File: src/rtl/fp_align_swap.sv
// fp_align_swap: two-stage operand alignment front end for a floating-point adder.
//   Stage S1 orders the operand pair by magnitude. It registers the larger and the
//   smaller significand (hidden bit restored), the larger effective exponent, the
//   exponent difference and the sign and special flags.
//   Stage S2 shifts the smaller significand right by the exponent difference and
//   produces guard, round and sticky bits.
// Ports:
//   clk, rst_n             clock; asynchronous active-low reset
//   in_valid/in_ready      input handshake for the operand pair in_a, in_b
//   out_valid/out_ready    output handshake for the result
//   out_big_sign           sign of the larger-magnitude operand
//   out_big_exp            effective exponent of the larger operand
//   out_big_sig            larger significand, hidden bit included
//   out_small_sig          smaller significand aligned to out_big_exp
//   out_grs                guard/round/sticky bits (bit 2 = guard)
//   out_swapped            in_b was the larger operand
//   out_sign_differ        the operand signs differ
//   out_special            either operand has an all-ones exponent
module fp_align_swap #(
   parameter int unsigned EXP_W = 8,
   parameter int unsigned MAN_W = 23
) (
   input  logic                 clk,
   input  logic                 rst_n,
   input  logic                 in_valid,
   output logic                 in_ready,
   input  logic [EXP_W+MAN_W:0] in_a,
   input  logic [EXP_W+MAN_W:0] in_b,
   output logic                 out_valid,
   input  logic                 out_ready,
   output logic                 out_big_sign,
   output logic [EXP_W-1:0]     out_big_exp,
   output logic [MAN_W:0]       out_big_sig,
   output logic [MAN_W:0]       out_small_sig,
   output logic [2:0]           out_grs,
   output logic                 out_swapped,
   output logic                 out_sign_differ,
   output logic                 out_special
);

   localparam int unsigned W     = 1 + EXP_W + MAN_W;
   localparam int unsigned SIG_W = MAN_W + 1;
   localparam int unsigned SH_W  = MAN_W + 3;  // significand plus guard and round positions
   localparam int unsigned FR_W  = 2 * SH_W;   // room below round for every bit a shift can push out

   function automatic logic [EXP_W-1:0] eff_exp(input logic [W-1:0] op);
      return (op[W-2:MAN_W] == '0) ? {{(EXP_W-1){1'b0}}, 1'b1} : op[W-2:MAN_W];
   endfunction

   function automatic logic [SIG_W-1:0] sig_of(input logic [W-1:0] op);
      return {op[W-2:MAN_W] != '0, op[MAN_W-1:0]};
   endfunction

   // S1 state
   logic                 s1_valid_q, s1_valid_d;
   logic                 s1_big_sign_q, s1_big_sign_d;
   logic [EXP_W-1:0]     s1_big_exp_q, s1_big_exp_d;
   logic [SIG_W-1:0]     s1_big_sig_q, s1_big_sig_d;
   logic [SIG_W-1:0]     s1_small_sig_q, s1_small_sig_d;
   logic [EXP_W-1:0]     s1_diff_q, s1_diff_d;
   logic                 s1_swapped_q, s1_swapped_d;
   logic                 s1_sign_differ_q, s1_sign_differ_d;
   logic                 s1_special_q, s1_special_d;

   // S2 state (drives the outputs directly)
   logic                 out_valid_q, out_valid_d;
   logic                 out_big_sign_q, out_big_sign_d;
   logic [EXP_W-1:0]     out_big_exp_q, out_big_exp_d;
   logic [SIG_W-1:0]     out_big_sig_q, out_big_sig_d;
   logic [SIG_W-1:0]     out_small_sig_q, out_small_sig_d;
   logic [2:0]           out_grs_q, out_grs_d;
   logic                 out_swapped_q, out_swapped_d;
   logic                 out_sign_differ_q, out_sign_differ_d;
   logic                 out_special_q, out_special_d;

   logic                 swap;
   logic [W-1:0]         big_op, small_op;
   logic                 s1_load, s2_load;
   logic [FR_W-1:0]      frame;
   logic [SIG_W-1:0]     sh_sig;
   logic [2:0]           sh_grs;

   always_comb begin
      // Ties keep in_a as the larger operand.
      swap     = in_b[W-2:0] > in_a[W-2:0];
      big_op   = swap ? in_b : in_a;
      small_op = swap ? in_a : in_b;

      // Alignment shift. Bits pushed past round stay inside the frame, so sticky is an OR over its low half.
      frame = {s1_small_sig_q, 2'b00, {SH_W{1'b0}}} >> s1_diff_q;
      if (32'(s1_diff_q) >= SH_W) begin
         sh_sig = '0;
         sh_grs = {2'b00, |s1_small_sig_q};
      end else begin
         sh_sig = frame[FR_W-1 -: SIG_W];
         sh_grs = {frame[SH_W+1], frame[SH_W], |frame[SH_W-1:0]};
      end

      s2_load  = s1_valid_q && (!out_valid_q || out_ready);
      in_ready = !s1_valid_q || s2_load;
      s1_load  = in_valid && in_ready;

      s1_valid_d       = s1_load || (s1_valid_q && !s2_load);
      s1_big_sign_d    = s1_big_sign_q;
      s1_big_exp_d     = s1_big_exp_q;
      s1_big_sig_d     = s1_big_sig_q;
      s1_small_sig_d   = s1_small_sig_q;
      s1_diff_d        = s1_diff_q;
      s1_swapped_d     = s1_swapped_q;
      s1_sign_differ_d = s1_sign_differ_q;
      s1_special_d     = s1_special_q;
      if (s1_load) begin
         s1_big_sign_d    = big_op[W-1];
         s1_big_exp_d     = eff_exp(big_op);
         s1_big_sig_d     = sig_of(big_op);
         s1_small_sig_d   = sig_of(small_op);
         s1_diff_d        = eff_exp(big_op) - eff_exp(small_op);
         s1_swapped_d     = swap;
         s1_sign_differ_d = in_a[W-1] ^ in_b[W-1];
         s1_special_d     = (&in_a[W-2:MAN_W]) || (&in_b[W-2:MAN_W]);
      end

      out_valid_d       = s2_load || (out_valid_q && !out_ready);
      out_big_sign_d    = out_big_sign_q;
      out_big_exp_d     = out_big_exp_q;
      out_big_sig_d     = out_big_sig_q;
      out_small_sig_d   = out_small_sig_q;
      out_grs_d         = out_grs_q;
      out_swapped_d     = out_swapped_q;
      out_sign_differ_d = out_sign_differ_q;
      out_special_d     = out_special_q;
      if (s2_load) begin
         out_big_sign_d    = s1_big_sign_q;
         out_big_exp_d     = s1_big_exp_q;
         out_big_sig_d     = s1_big_sig_q;
         out_small_sig_d   = sh_sig;
         out_grs_d         = sh_grs;
         out_swapped_d     = s1_swapped_q;
         out_sign_differ_d = s1_sign_differ_q;
         out_special_d     = s1_special_q;
      end
   end

   always_ff @(posedge clk or negedge rst_n) begin
      if (!rst_n) begin
         s1_valid_q        <= 1'b0;
         s1_big_sign_q     <= 1'b0;
         s1_big_exp_q      <= '0;
         s1_big_sig_q      <= '0;
         s1_small_sig_q    <= '0;
         s1_diff_q         <= '0;
         s1_swapped_q      <= 1'b0;
         s1_sign_differ_q  <= 1'b0;
         s1_special_q      <= 1'b0;
         out_valid_q       <= 1'b0;
         out_big_sign_q    <= 1'b0;
         out_big_exp_q     <= '0;
         out_big_sig_q     <= '0;
         out_small_sig_q   <= '0;
         out_grs_q         <= '0;
         out_swapped_q     <= 1'b0;
         out_sign_differ_q <= 1'b0;
         out_special_q     <= 1'b0;
      end else begin
         s1_valid_q        <= s1_valid_d;
         s1_big_sign_q     <= s1_big_sign_d;
         s1_big_exp_q      <= s1_big_exp_d;
         s1_big_sig_q      <= s1_big_sig_d;
         s1_small_sig_q    <= s1_small_sig_d;
         s1_diff_q         <= s1_diff_d;
         s1_swapped_q      <= s1_swapped_d;
         s1_sign_differ_q  <= s1_sign_differ_d;
         s1_special_q      <= s1_special_d;
         out_valid_q       <= out_valid_d;
         out_big_sign_q    <= out_big_sign_d;
         out_big_exp_q     <= out_big_exp_d;
         out_big_sig_q     <= out_big_sig_d;
         out_small_sig_q   <= out_small_sig_d;
         out_grs_q         <= out_grs_d;
         out_swapped_q     <= out_swapped_d;
         out_sign_differ_q <= out_sign_differ_d;
         out_special_q     <= out_special_d;
      end
   end

   assign out_valid       = out_valid_q;
   assign out_big_sign    = out_big_sign_q;
   assign out_big_exp     = out_big_exp_q;
   assign out_big_sig     = out_big_sig_q;
   assign out_small_sig   = out_small_sig_q;
   assign out_grs         = out_grs_q;
   assign out_swapped     = out_swapped_q;
   assign out_sign_differ = out_sign_differ_q;
   assign out_special     = out_special_q;

endmodule

File: config.mk
export PLATFORM = sky130hd
export DESIGN_NAME = fp_align_swap
export DESIGN_NICKNAME = d
export VERILOG_FILES = /design/src/rtl/fp_align_swap.sv
export SDC_FILE = /design/constraint.sdc
export NUM_CORES = 1
export LEC_CHECK = 0
export BUFFER_PORTS_ARGS = -buffer_cell sky130_fd_sc_hd__buf_2
export CELL_PAD_IN_SITES_DETAIL_PLACEMENT = 0
export CELL_PAD_IN_SITES_GLOBAL_PLACEMENT = 1
export CORE_MARGIN = 5
export CORE_UTILIZATION = 45
export DETAILED_ROUTE_END_ITERATION = 8
export PLACE_DENSITY_LB_ADDON = 0.1
export SLEW_MARGIN = 20
export SYNTH_ARGS = -nofsm -noshare
export SYNTH_HDL_FRONTEND = slang
export SYNTH_SLANG_ARGS = --single-unit
File: constraint.sdc
create_clock -name clk -period 4.1 [get_ports clk]
set_clock_uncertainty 0.05 [all_clocks]
set_input_delay 0.41 -clock clk [delete_from_list [all_inputs] [get_ports clk]]
set_output_delay 0.41 -clock clk [all_outputs]
set_load 0.02 [all_outputs]
Yosys cells after proc, flatten, opt, wreduce, memory -nomap -nowiden
Index checks and enable logic that the tools add are counted.
{"block": "op_classes", "n_reduce_logical": 21, "magnitude_cmp": 2, "add_sub_neg": 1, "n_bitwise": 1, "shifts": 1, "n_mux": 6}
{"cell": "$shr 52x8->52", "count": 1}
{"cell": "$mux 32", "count": 1}
{"cell": "$gt 31x31->1", "count": 1}
{"cell": "$mux 31", "count": 1}
{"cell": "$reduce_or 26->1", "count": 1}
{"cell": "$mux 24", "count": 1}
{"cell": "$reduce_or 24->1", "count": 1}
{"cell": "$logic_not 8->1", "count": 2}
{"cell": "$mux 8", "count": 2}
{"cell": "$reduce_and 8->1", "count": 2}
{"cell": "$reduce_bool 8->1", "count": 2}
{"cell": "$ge 8x5->1 const B", "count": 1}
{"cell": "$sub 8x8->8", "count": 1}
{"cell": "$logic_or 1x1->1", "count": 5}
{"cell": "$logic_and 1x1->1", "count": 4}
{"cell": "$logic_not 1->1", "count": 4}
{"cell": "$mux 3", "count": 1}
{"cell": "$xor 1x1->1", "count": 1}
{"block": "word_totals", "regBits": 133, "word_cells": 50, "out_inout_bits": 65, "in_bits": 68}

Logic depth before layout (Yosys ltp)
Gate-level depths: netlist (run 1).
{"block": "depth", "depth_word": 6, "mapped_depth": 20, "depth_no_buf": 18}

Worst setup path after synthesis (run 1)
Ideal clock, no wire load.
{"block": "synth_timing", "kind": "input -> register", "startpoint": "input port in_a[29]", "endpoint": "register s1_diff_q[6]", "n_path_buf": 2, "arrival_time_ps": 3777, "cell_stages": 18, "setup_slack_ps": 190, "setup_time_ps": 83, "t_required_ps": 3967, "cell_sequence": "inv_1 ha_1 nand4_1 or4_1 a311oi_2 nor2_1 buf_2 clkbuf_1 mux2i_1 ha_1 fa_1 inv_1 a21oi_1 o21ai_0 a21o_1 a21oi_1 xor2_1 o21ai_0"}
{"block": "synth_via", "elab_chain_len": 5, "elab_cells_between_ends": 8, "classes_between": "1 x add/sub; 1 x order compare; 4 x mux; 2 x reduce/logical"}
{"element": "start: declaration", "line": "27", "text": "input logic [EXP_W+MAN_W:0] in_a,"}
{"element": "$gt 31x31->1", "line": "85", "text": "swap = in_b[W-2:0] > in_a[W-2:0];"}
{"element": "$mux 32 / $mux 31 (equally long branches)", "line": "86, 87"}
{"element": "$logic_not 8->1", "line": "47", "text": "return (op[W-2:MAN_W] == '0) ? {{(EXP_W-1){1'b0}}, 1'b1} : op[W-2:MAN_W];"}
{"element": "$mux 8", "line": "47"}
{"element": "$sub 8x8->8 (*)", "line": "117", "text": "s1_diff_d = eff_exp(big_op) - eff_exp(small_op);"}
{"element": "end signal: assignment", "line": "170", "text": "s1_diff_q <= s1_diff_d;"}
{"element": "end: declaration", "line": "60", "text": "logic [EXP_W-1:0] s1_diff_q, s1_diff_d;"}
Mark *: on every way between the ends. The rest lies on a longest branch, timed or not.
A chain may end at the register's enable or synchronous reset.

Final worst setup path (run 1)
{"block": "layout_timing", "startpoint": "input port in_a[14]", "endpoint": "register s1_diff_q[7]"}
{"block": "layout_via", "elab_chain_len": 5, "elab_cells_between_ends": 8, "classes_between": "1 x add/sub; 1 x order compare; 4 x mux; 2 x reduce/logical"}
{"element": "$gt 31x31->1 (*)", "line": "85"}
{"element": "$mux 32 / $mux 31 (equally long branches)", "line": "86, 87"}
{"element": "$logic_not 8->1", "line": "47"}
{"element": "$mux 8", "line": "47"}
{"element": "$sub 8x8->8 (*)", "line": "117"}
Marked as above.

==> results of run 1 <==
## sequential cells by signal, summed over array words and instances (netlist names)
| name | cells |
|---|---|
| out_big_sign | 1 |
| s1_special_q | 1 |
| s1_diff_q | 8 |
| out_small_sig | 24 |
| out_grs | 3 |
| s1_big_exp_q | 8 |
| s1_valid_q | 1 |
| s1_big_sign_q | 1 |
| out_big_sig | 24 |
| s1_small_sig_q | 24 |
| out_valid | 1 |
| s1_big_sig_q | 24 |
| out_big_exp | 8 |
| out_swapped | 1 |
| out_sign_differ | 1 |
| out_special | 1 |
| s1_sign_differ_q | 1 |
| s1_swapped_q | 1 |
## worst max-delay path: cells and delay by family
kind            cells  cell delay (ns)
mux                 1             0.37
simple gates        8             1.99
compound gates      2             0.21
fa+ha+maj           2             0.58
buf+inv             4             0.41
## metrics by stage
stage / std cells / total power [W] / setup slack [ns]
5_1_grt: 1249 / 0.00574 / 0.0802
3_5_place_dp: 1217 / 0.00376 / -0.0322
6_report: 1249 / 0.00538 / 0.392
4_1_cts: 1249 / 0.00543 / 0.365
2_1_floorplan: 879 / 0.00314 / 0.190
3_3_place_gp: 1217 / 0.00375 / -0.0213
## repair_timing
item,4_1_cts,5_1_grt
hold endpoints to repair,11,0
resized for setup,0,0
hold buffers,1,0
## worst max-delay path by stage
stage / startpoint / to / slack (ns) / depth (start not counted)
3_5_place_dp: in_a[14] / s1_diff_q[7] / -0.03 / 17
4_1_cts: in_a[14] / s1_diff_q[7] / 0.37 / 17
5_1_grt: in_a[29] / s1_diff_q[6] / 0.08 / 18
3_3_place_gp: in_a[13] / s1_diff_q[6] / -0.02 / 17
2_1_floorplan: in_a[29] / s1_diff_q[6] / 0.19 / 18
6_report: in_a[14] / s1_diff_q[7] / 0.39 / 17
## metal layers
layer	routed length, um	GRT usage, %	up-vias
li1	-	-	3430
met1	9810	27.7	3207
met2	10200	33.1	156
met3	868	4.52	20
met4	229	4.76	0
met5	0	0	-
## area by class of cell
class	count	share of cell area, %
Tap cell	229	2.91
Inverter	45	1.72
Sequential cell	133	33.8
Timing Repair Buffer	165	9.32
Multi-Input combinational cell	646	45.7
Clock buffer	20	4.74
Clock inverter	11	1.77
## layout by cell type, fill, tap and decap left out, types with 9 or more instances in the layout
| cell type | count |
|---|---|
| nor2_1 | 62 |
| mux2_2 | 56 |
| nand2_1 | 113 |
| inv_1 | 44 |
| nand3_1 | 21 |
| mux4_2 | 15 |
| o21ai_0 | 93 |
| a22oi_1 | 9 |
| nand4_1 | 19 |
| ha_1 | 38 |
| buf_2 | 131 |
| nor3_1 | 14 |
| buf_4 | 32 |
| clkbuf_16 | 17 |
| mux2i_1 | 41 |
| a21oi_1 | 67 |
| dfrtp_1 | 133 |
## report_power, final
group          internal [W]  switching, W
clock               0.00107      0.000583
combinational      0.000809       0.00111
sequential          0.00157      0.000245
## cell families (layout without fill, tap and decap cells)
kind of cell,count (synthesis),count (layout)
buffers and inverters,100,241
DFF,133,133
AOI/OAI and AO/OA,215,215
adders and majority gates,39,39
and+or+nand+nor,270,270
xor gates and xnor gates,8,8
muxes,114,114
==> flow_summary.json, run 1 <==
{
  "status": "finished, final reports clean",
  "cts.path.max_buffers": 2,
  "synth.most_common_cell": "dfrtp_1",
  "yosysSeqAreaShare_pct": 40.5,
  "rsz0062_at_grt": "no",
  "critPathLaunchType": "primary input",
  "numCtsBuffers": 17,
  "muxShareOfSynthArea_pct": 17.4,
  "worst-slew-pin-transition_ns": 0.897,
  "cp_slowest_cell": "nor4_2",
  "grt_use_total_pct": 20.3,
  "min_to": "s1_valid_q",
  "hold_path.class": "primary input to flop",
  "drc": 0,
  "whs_path_depth": 2,
  "slowest_delay_ns": 0.61,
  "synth_area_leader_cell": "dfrtp_1",
  "synth-simple-area-share_pct": 14.9,
  "fin_crit_sh_pct": 90.4,
  "die_h_um": 145,
  "synth_top_area_share_pct": 40.5,
  "grt_pass1_vias": 6818,
  "synth_xor_area_share_pct": 0.852,
  "synth_commonest_cells": "133 x dfrtp_1, 115 x nand2_1, 93 x o21ai_0, 67 x a21oi_1, 63 x nor2_1",
  "num_antenna_cells": 0,
  "start_util_pct": 45.8,
  "synth_area_leaders": "dfrtp_1 40%, mux2_2 7.7%, ha_1 5.8%",
  "gp_congestion": 0.852,
  "synth_seq_cells": 133,
  "cts-root-buf": "clkbuf_16",
  "drt_pass1_iterations": 5,
  "maxSlewViolCount": 0,
  "synth_edf_count": 0,
  "finalCriticalPeriod_ns": 3.71,
  "clock_sinks": 133,
  "grt_max_degree": 102,
  "hpwl_um": 15700,
  "antenna_found_initial": 0,
  "ys_warn_count": 0,
  "dpl-instance-area_sq_um": 9190,
  "syn_area_per_cell_sq_um": 9.35,
  "num_vias": 6813,
  "cp.required_ns": 4.40,
  "setup_tns_ns": 0,
  "setup_viol": 0,
  "syn_nets": 986,
  "stdcell_area_sq_um": 9840,
  "die_x_um": 145,
  "regArea_sq_um": 3330,
  "r2r-end": "out_grs[0]",
  "synth_compound_area_share_pct": 15.3,
  "multiInputGateArea_sq_um": 4500,
  "hold_viol": 0,
  "synth_top_family_by_area": "multiplexers",
  "hold-worst-slack_ns": 0.200,
  "clk_pin_slew_worst_paths_ns": 0.05,
  "finalNetCount": 1115,
  "setup.worst_path.end_class": "flop",
  "min_from": "in_valid",
  "dieArea_sq_um": 21100,
  "r2r_setup_slack_ns": 0.73,
  "cp.arrival_ns": 4.00,
  "synth_flop_cell": "dfrtp_1",
  "syn_area_sq_um": 8220,
  "io_buffers": 132,
  "post-cts-setup-buffers": 0,
  "wl_um": 21100,
  "syn_to_final_growth_pct": 19.7,
  "grt_overflow_total": 0,
  "grt_pass1_wl_um": 35500,
  "row_count": 49,
  "first_iter_violations": 395,
  "drive_gt1_share_pct": 27.0,
  "cts_tree": "done",
  "synth-async-reset-ratio_pct": 100,
  "fmax_mhz": 270,
  "ys_types": 61,
  "ant_nets": 0,
  "crit_fanout": 11,
  "drt-vias-per-instance": 5.45,
  "insertion_delay_ns": 0.41,
  "ir_drop_uv": 296,
  "power.density_nw_per_um2": 547,
  "core-area_sq_um": 18000,
  "htree_levels": 4,
  "io_pins": 133,
  "worstRegToRegCells": 9,
  "final_util_pct": 54.8,
  "max_slew_margin_pct": 40.2,
  "nFillCells": 1674,
  "crit_chain": "buf_2, inv_1, ha_1, nand4_1, nor4_2, and3_1, a21oi_1, nor2_4, buf_4, mux2i_1, inv_1, ha_1, nand2_1, nor2_1, a31oi_2, or4_1, nand3_1",
  "r2r-start": "s1_diff_q[0]",
  "p_leak_nw": 4.73,
  "netlist_instances": 879,
  "wl_per_cell_um": 16.9,
  "synthAdderAreaFrac_pct": 6.03,
  "cap_violations": 0,
  "setup.worst_path.class": "primary input to flop"
}
No activity file was read; power rests on OpenSTA's default activity.
==> inputs of run 2 (changes only) <==
- CORE_UTILIZATION: 45 -> 40
- GPL_TIMING_DRIVEN: unset -> 1
- clock period: 4.1 -> 3.25 ns (I/O delays scaled with it)
==> run 2 against run 1 <==
Net effect: utilization down 0.16 points; sequential share of layout area down 3.7 points; sequential cell count unchanged; routed wire length up 8.8%; setup slack worse by 0.38 ns; first-iteration DRC count down 5.8%; via count up 6.7%; clock power up 9%; critical path depth up 1; cell area up 12%; combinational power up 45%; largest power group unchanged; highest routed layer unchanged.
==> flow_summary.json, run 2 (same netlist as run 1, synthesis figures left out) <==
{
  "wl_um": 23000,
  "io_buffers": 132,
  "finalWorstSetupSlack_ns": 0.0103,
  "power.density_nw_per_um2": 618,
  "crit_fanout": 6,
  "worst-slew-pin-transition_ns": 0.858,
  "min_from": "in_valid",
  "grt_overflow_total": 0,
  "maxSlewViolCount": 0,
  "cp-startpoint": "in_a[23]",
  "r2r_setup_slack_ns": 0.22,
  "grt_pass1_vias": 7403,
  "fin_cells": 1389,
  "num_vias": 7272,
  "hold_viol": 0,
  "cts.path.max_buffers": 2,
  "insertion_delay_ns": 0.42,
  "finalNetCount": 1214,
  "antenna_found_initial": 0,
  "whs_path_depth": 2,
  "critPathLaunchType": "primary input",
  "grt_max_degree": 90,
  "clock_sinks": 133,
  "htree_levels": 4,
  "p_leak_nw": 5.20,
  "cp.required_ns": 3.55,
  "setup_tns_ns": 0,
  "rsz0062_at_grt": "yes",
  "setup.worst_path.class": "primary input to flop",
  "r2r-end": "out_grs[0]",
  "p_total_w": 0.00683,
  "syn_to_final_growth_pct": 34.5,
  "nFillCells": 1898,
  "fmax_mhz": 309,
  "drt_pass1_iterations": 5,
  "status": "finished, final reports clean",
  "drc": 0,
  "cap_violations": 0,
  "drive_gt1_share_pct": 39.2,
  "die_h_um": 153,
  "max_slew_margin_pct": 42.8,
  "gp_congestion": 0.883,
  "clk_pin_slew_worst_paths_ns": 0.05,
  "hpwl_um": 17400,
  "first_iter_violations": 372,
  "grt_pass1_wl_um": 37800,
  "final_cell_mix": "132 x dfrtp_1, 129 x buf_4, 128 x buf_2",
  "worstRegToRegCells": 9,
  "core-area_sq_um": 20200,
  "drt-vias-per-instance": 5.24,
  "dpl.cell_count": 1353,
  "cts_tree": "done",
  "dieArea_sq_um": 23500,
  "numCtsBuffers": 17,
  "fin_crit_sh_pct": 99.7,
  "row_count": 52,
  "wl_per_cell_um": 16.6,
  "cts-root-buf": "clkbuf_16",
  "final_common_cell": "dfrtp_1",
  "cp.arrival_ns": 3.54,
  "start_util_pct": 40.6,
  "die_x_um": 153,
  "grt_use_total_pct": 19.6,
  "hold_path.class": "primary input to flop",
  "setup.worst_path.end_class": "flop",
  "min_to": "s1_valid_q",
  "setup_viol": 0,
  "num_antenna_cells": 0,
  "io_pins": 133,
  "r2r-start": "s1_diff_q[0]",
  "ir_drop_uv": 363,
  "pre_cts_ws_ns": -0.500,
  "hold-worst-slack_ns": 0.110,
  "ant_nets": 0,
  "finalCriticalPeriod_ns": 3.24
}
run 2: metal layers:
layer  track usage [%]  wire length [um]
met4              4.42               271
met3              4.27              1050
met1              25.8             10400
met5                 0                 0
met2              33.3             11200
run 2: worst max-delay path by stage:
stage	end	slack [ns]	cells after the start
final	s1_diff_q[7]	0.01	18
after floorplan	s1_diff_q[6]	-0.16	18
after global routing	s1_diff_q[6]	-0.12	19
after CTS	s1_diff_q[6]	0.005	19
after detailed placement	s1_diff_q[7]	-0.50	18
after global placement	s1_diff_q[7]	-0.46	18
run 2: power breakdown:
group          switching (W)  internal, W
combinational        0.00156      0.00122
sequential          0.000274      0.00198
clock               0.000717      0.00108
run 2: worst max-delay path, stage by stage:
cell and delay, ns:
buf_2 0.13, inv_6 0.04, ha_4 0.25, nand4_1 0.13
or4_4 0.58, a311oi_4 0.29, nor2_4 0.11, buf_12 0.15
buf_4 0.14, buf_6 0.12, nor2_4 0.07, a21oi_2 0.04
ha_1 0.28, inv_2 0.07, nor2_4 0.12, a31oi_4 0.11
or4_4 0.54, nand3_2 0.06
run 2: metrics by stage:
stage / utilization (%) / instance area, sq um
after floorplan: - / 8410
after global placement: 50.2 / 10200
after detailed placement: 50.2 / 10200
after CTS: 53.2 / 10800
after global routing: 54.6 / 11100
final: 54.6 / 11100
run 2: layout make-up:
type	count	area, sq um	share of cell area [%]
sequential	133	3330	30.1
clock buffer	22	464	4.20
timing repair buffer	264	1710	15.5
clock inverter	9	80.1	0.724
multi-input combinational	646	4930	44.6
tap	270	338	3.06
inverter	45	196	1.78
run 2: timing repair:
item                                    CTS  global route
pin swaps                                 8            27
endpoints found under the setup margin    3             6
resized for setup                         9            50
hold buffers                              1             0
endpoints found under the hold margin    54             0
buffers inserted                          0             5
==> inputs of run 3 (changes only) <==
- CORE_UTILIZATION: 40 -> 45
- CTS_CLUSTER_DIAMETER: unset -> 100
- clock period: 3.25 -> 4.2 ns (I/O delays scaled with it)
==> run 3 against run 2 <==
Net effect: register-to-register slack gained 0.54 ns; power is 24% lower; sequential share of layout area rose by 4.0 points; count of clock-buffer cells in the layout shrank 1; cell area fell by 12%; sequential cell count unchanged; sequential power fell by 21%; largest cell class unchanged.
==> flow_summary.json, run 3 (same netlist as run 1, synthesis figures left out) <==
{
  "start_util_pct": 45.8,
  "stdcell_area_sq_um": 9760,
  "grt_use_total_pct": 20.2,
  "num_vias": 6890,
  "worstRegToRegCells": 9,
  "final_util_pct": 54.3,
  "gr-usage-met1_pct": 27.9,
  "r2r_setup_slack_ns": 0.76,
  "first_iter_violations": 355,
  "finalCriticalPeriod_ns": 3.71,
  "row_count": 49,
  "insertion_delay_ns": 0.42,
  "ant_nets": 0,
  "drt_pass1_iterations": 4,
  "status": "finished, final reports clean",
  "maxSlewViolCount": 0,
  "switching_share_pct": 36.8,
  "fmax_mhz": 270,
  "syn_to_final_growth_pct": 18.8,
  "rsz0062_at_grt": "no",
  "die_x_um": 145,
  "io_buffers": 132,
  "post_cts_resized": 0,
  "clk_pin_slew_worst_paths_ns": 0.06,
  "io_pins": 133,
  "setup.worst_path.class": "primary input to flop",
  "drive_gt1_share_pct": 26.4,
  "grtUsageMet2_pct": 32.5,
  "fin_cells": 1242,
  "p_leak_nw": 4.67,
  "hpwl_um": 15500,
  "setup_viol": 0,
  "cap_violations": 0,
  "dpl-instance-area_sq_um": 9150,
  "wl_per_cell_um": 17.0,
  "wl_um": 21100,
  "numCtsBuffers": 17,
  "power.density_nw_per_um2": 530,
  "cts_tree": "done",
  "antenna_found_initial": 0,
  "cts-root-buf": "clkbuf_16",
  "top_usage_layer": "met2",
  "hold_viol": 0,
  "slowest_delay_ns": 0.59,
  "crit_fanout": 8,
  "num_antenna_cells": 0,
  "setup_tns_ns": 0,
  "fin_crit_sh_pct": 88.3,
  "clkPwrFrac_pct": 29.7,
  "drt-vias-per-instance": 5.55,
  "setup.worst_path.end_class": "flop",
  "final_cell_mix": "133 x dfrtp_1, 131 x buf_2, 113 x nand2_1",
  "hold_path.class": "primary input to async pin",
  "hold-worst-slack_ns": 0.0641,
  "crit_chain": "buf_2, inv_1, ha_1, nand4_1, or4_1, a311oi_2, nor2_4, buf_4, mux2i_1, ha_1, fa_1, inv_1, a21oi_1, o21ai_0, a21o_1, a21oi_1, xor2_1, o21ai_0",
  "grt_pass1_wl_um": 35600,
  "p_int_w": 0.00327,
  "final_common_cell": "dfrtp_1",
  "dpl.cell_count": 1210,
  "critPathLaunchType": "primary input",
  "r2r-end": "out_grs[0]",
  "ir_drop_uv": 289,
  "clock_sinks": 133,
  "cts.path.max_buffers": 2,
  "grt_pass1_vias": 6884,
  "power_frac_comb_pct": 36.0,
  "use_met3_pct": 4.33,
  "gp_congestion": 0.879,
  "post-cts-setup-buffers": 0,
  "grt_max_degree": 109,
  "cp.required_ns": 4.48,
  "cts_hold_buf": 0,
  "max_slew_margin_pct": 33.9,
  "p_sw_w": 0.00191,
  "die_h_um": 145,
  "worst-slew-pin-transition_ns": 0.991,
  "seq_power_share_pct": 34.3,
  "drc": 0,
  "r2r-start": "s1_diff_q[0]",
  "cp.arrival_ns": 3.99,
  "dieArea_sq_um": 21100,
  "htree_levels": 4,
  "finalNetCount": 1107,
  "core-area_sq_um": 18000,
  "cp_slowest_cell": "or4_1",
  "grt_overflow_total": 0
}
-- run 3: per-layer routing --
metal  part of all wire (%)  vias up
met2                     47      144
met4                    1.5        0
met5                      0        -
li1                       -     3412
met3                    4.2       20
met1                     47     3314
-- run 3: power by group through the flow --
stage	clock network [W]	registers [W]	logic (W)
floorplan	0	0.00184	0.00123
global placement	0	0.00179	0.00186
detailed placement	0	0.00180	0.00187
CTS	0.00157	0.00178	0.00187
global route	0.00162	0.00182	0.00206
finish	0.00154	0.00178	0.00186
-- run 3: layout make-up --
class                   instances  area, sq um
clock inverters                11          150
flip-flops and latches        133         3330
repair buffers                157          867
clock buffers                  21          460
inverters                      45          169
fillers                      1710         8200
multi-input cells             646         4500
well taps                     229          287
-- run 3: how the worst max path moves through the flow --
stage	start	slack [ns]	endpoint
6_report	in_a[30]	0.49	s1_diff_q[6]
5_1_grt	in_a[13]	0.29	s1_diff_q[7]
4_1_cts	in_a[30]	0.50	s1_diff_q[6]
3_5_place_dp	in_a[30]	0.08	s1_diff_q[6]
3_3_place_gp	in_a[13]	0.15	s1_diff_q[6]
2_1_floorplan	in_a[29]	0.28	s1_diff_q[6]
-- run 3: worst max-delay path, delay by kind of cell --
kind / cells / cell delay [ns]
AO/OA/AOI/OAI: 6 / 1.09
XOR/XNOR: 1 / 0.14
adder cells (fa/ha/maj): 3 / 0.92
buffers and inverters: 4 / 0.43
multiplexers: 1 / 0.13
AND/OR/NAND/NOR: 3 / 0.85
-- run 3: through the flow --
stage / setup slack (ns) / power, W
2_1_floorplan: 0.280 / 0.00307
3_3_place_gp: 0.145 / 0.00365
3_5_place_dp: 0.0836 / 0.00366
4_1_cts: 0.500 / 0.00522
5_1_grt: 0.287 / 0.00550
6_report: 0.491 / 0.00518
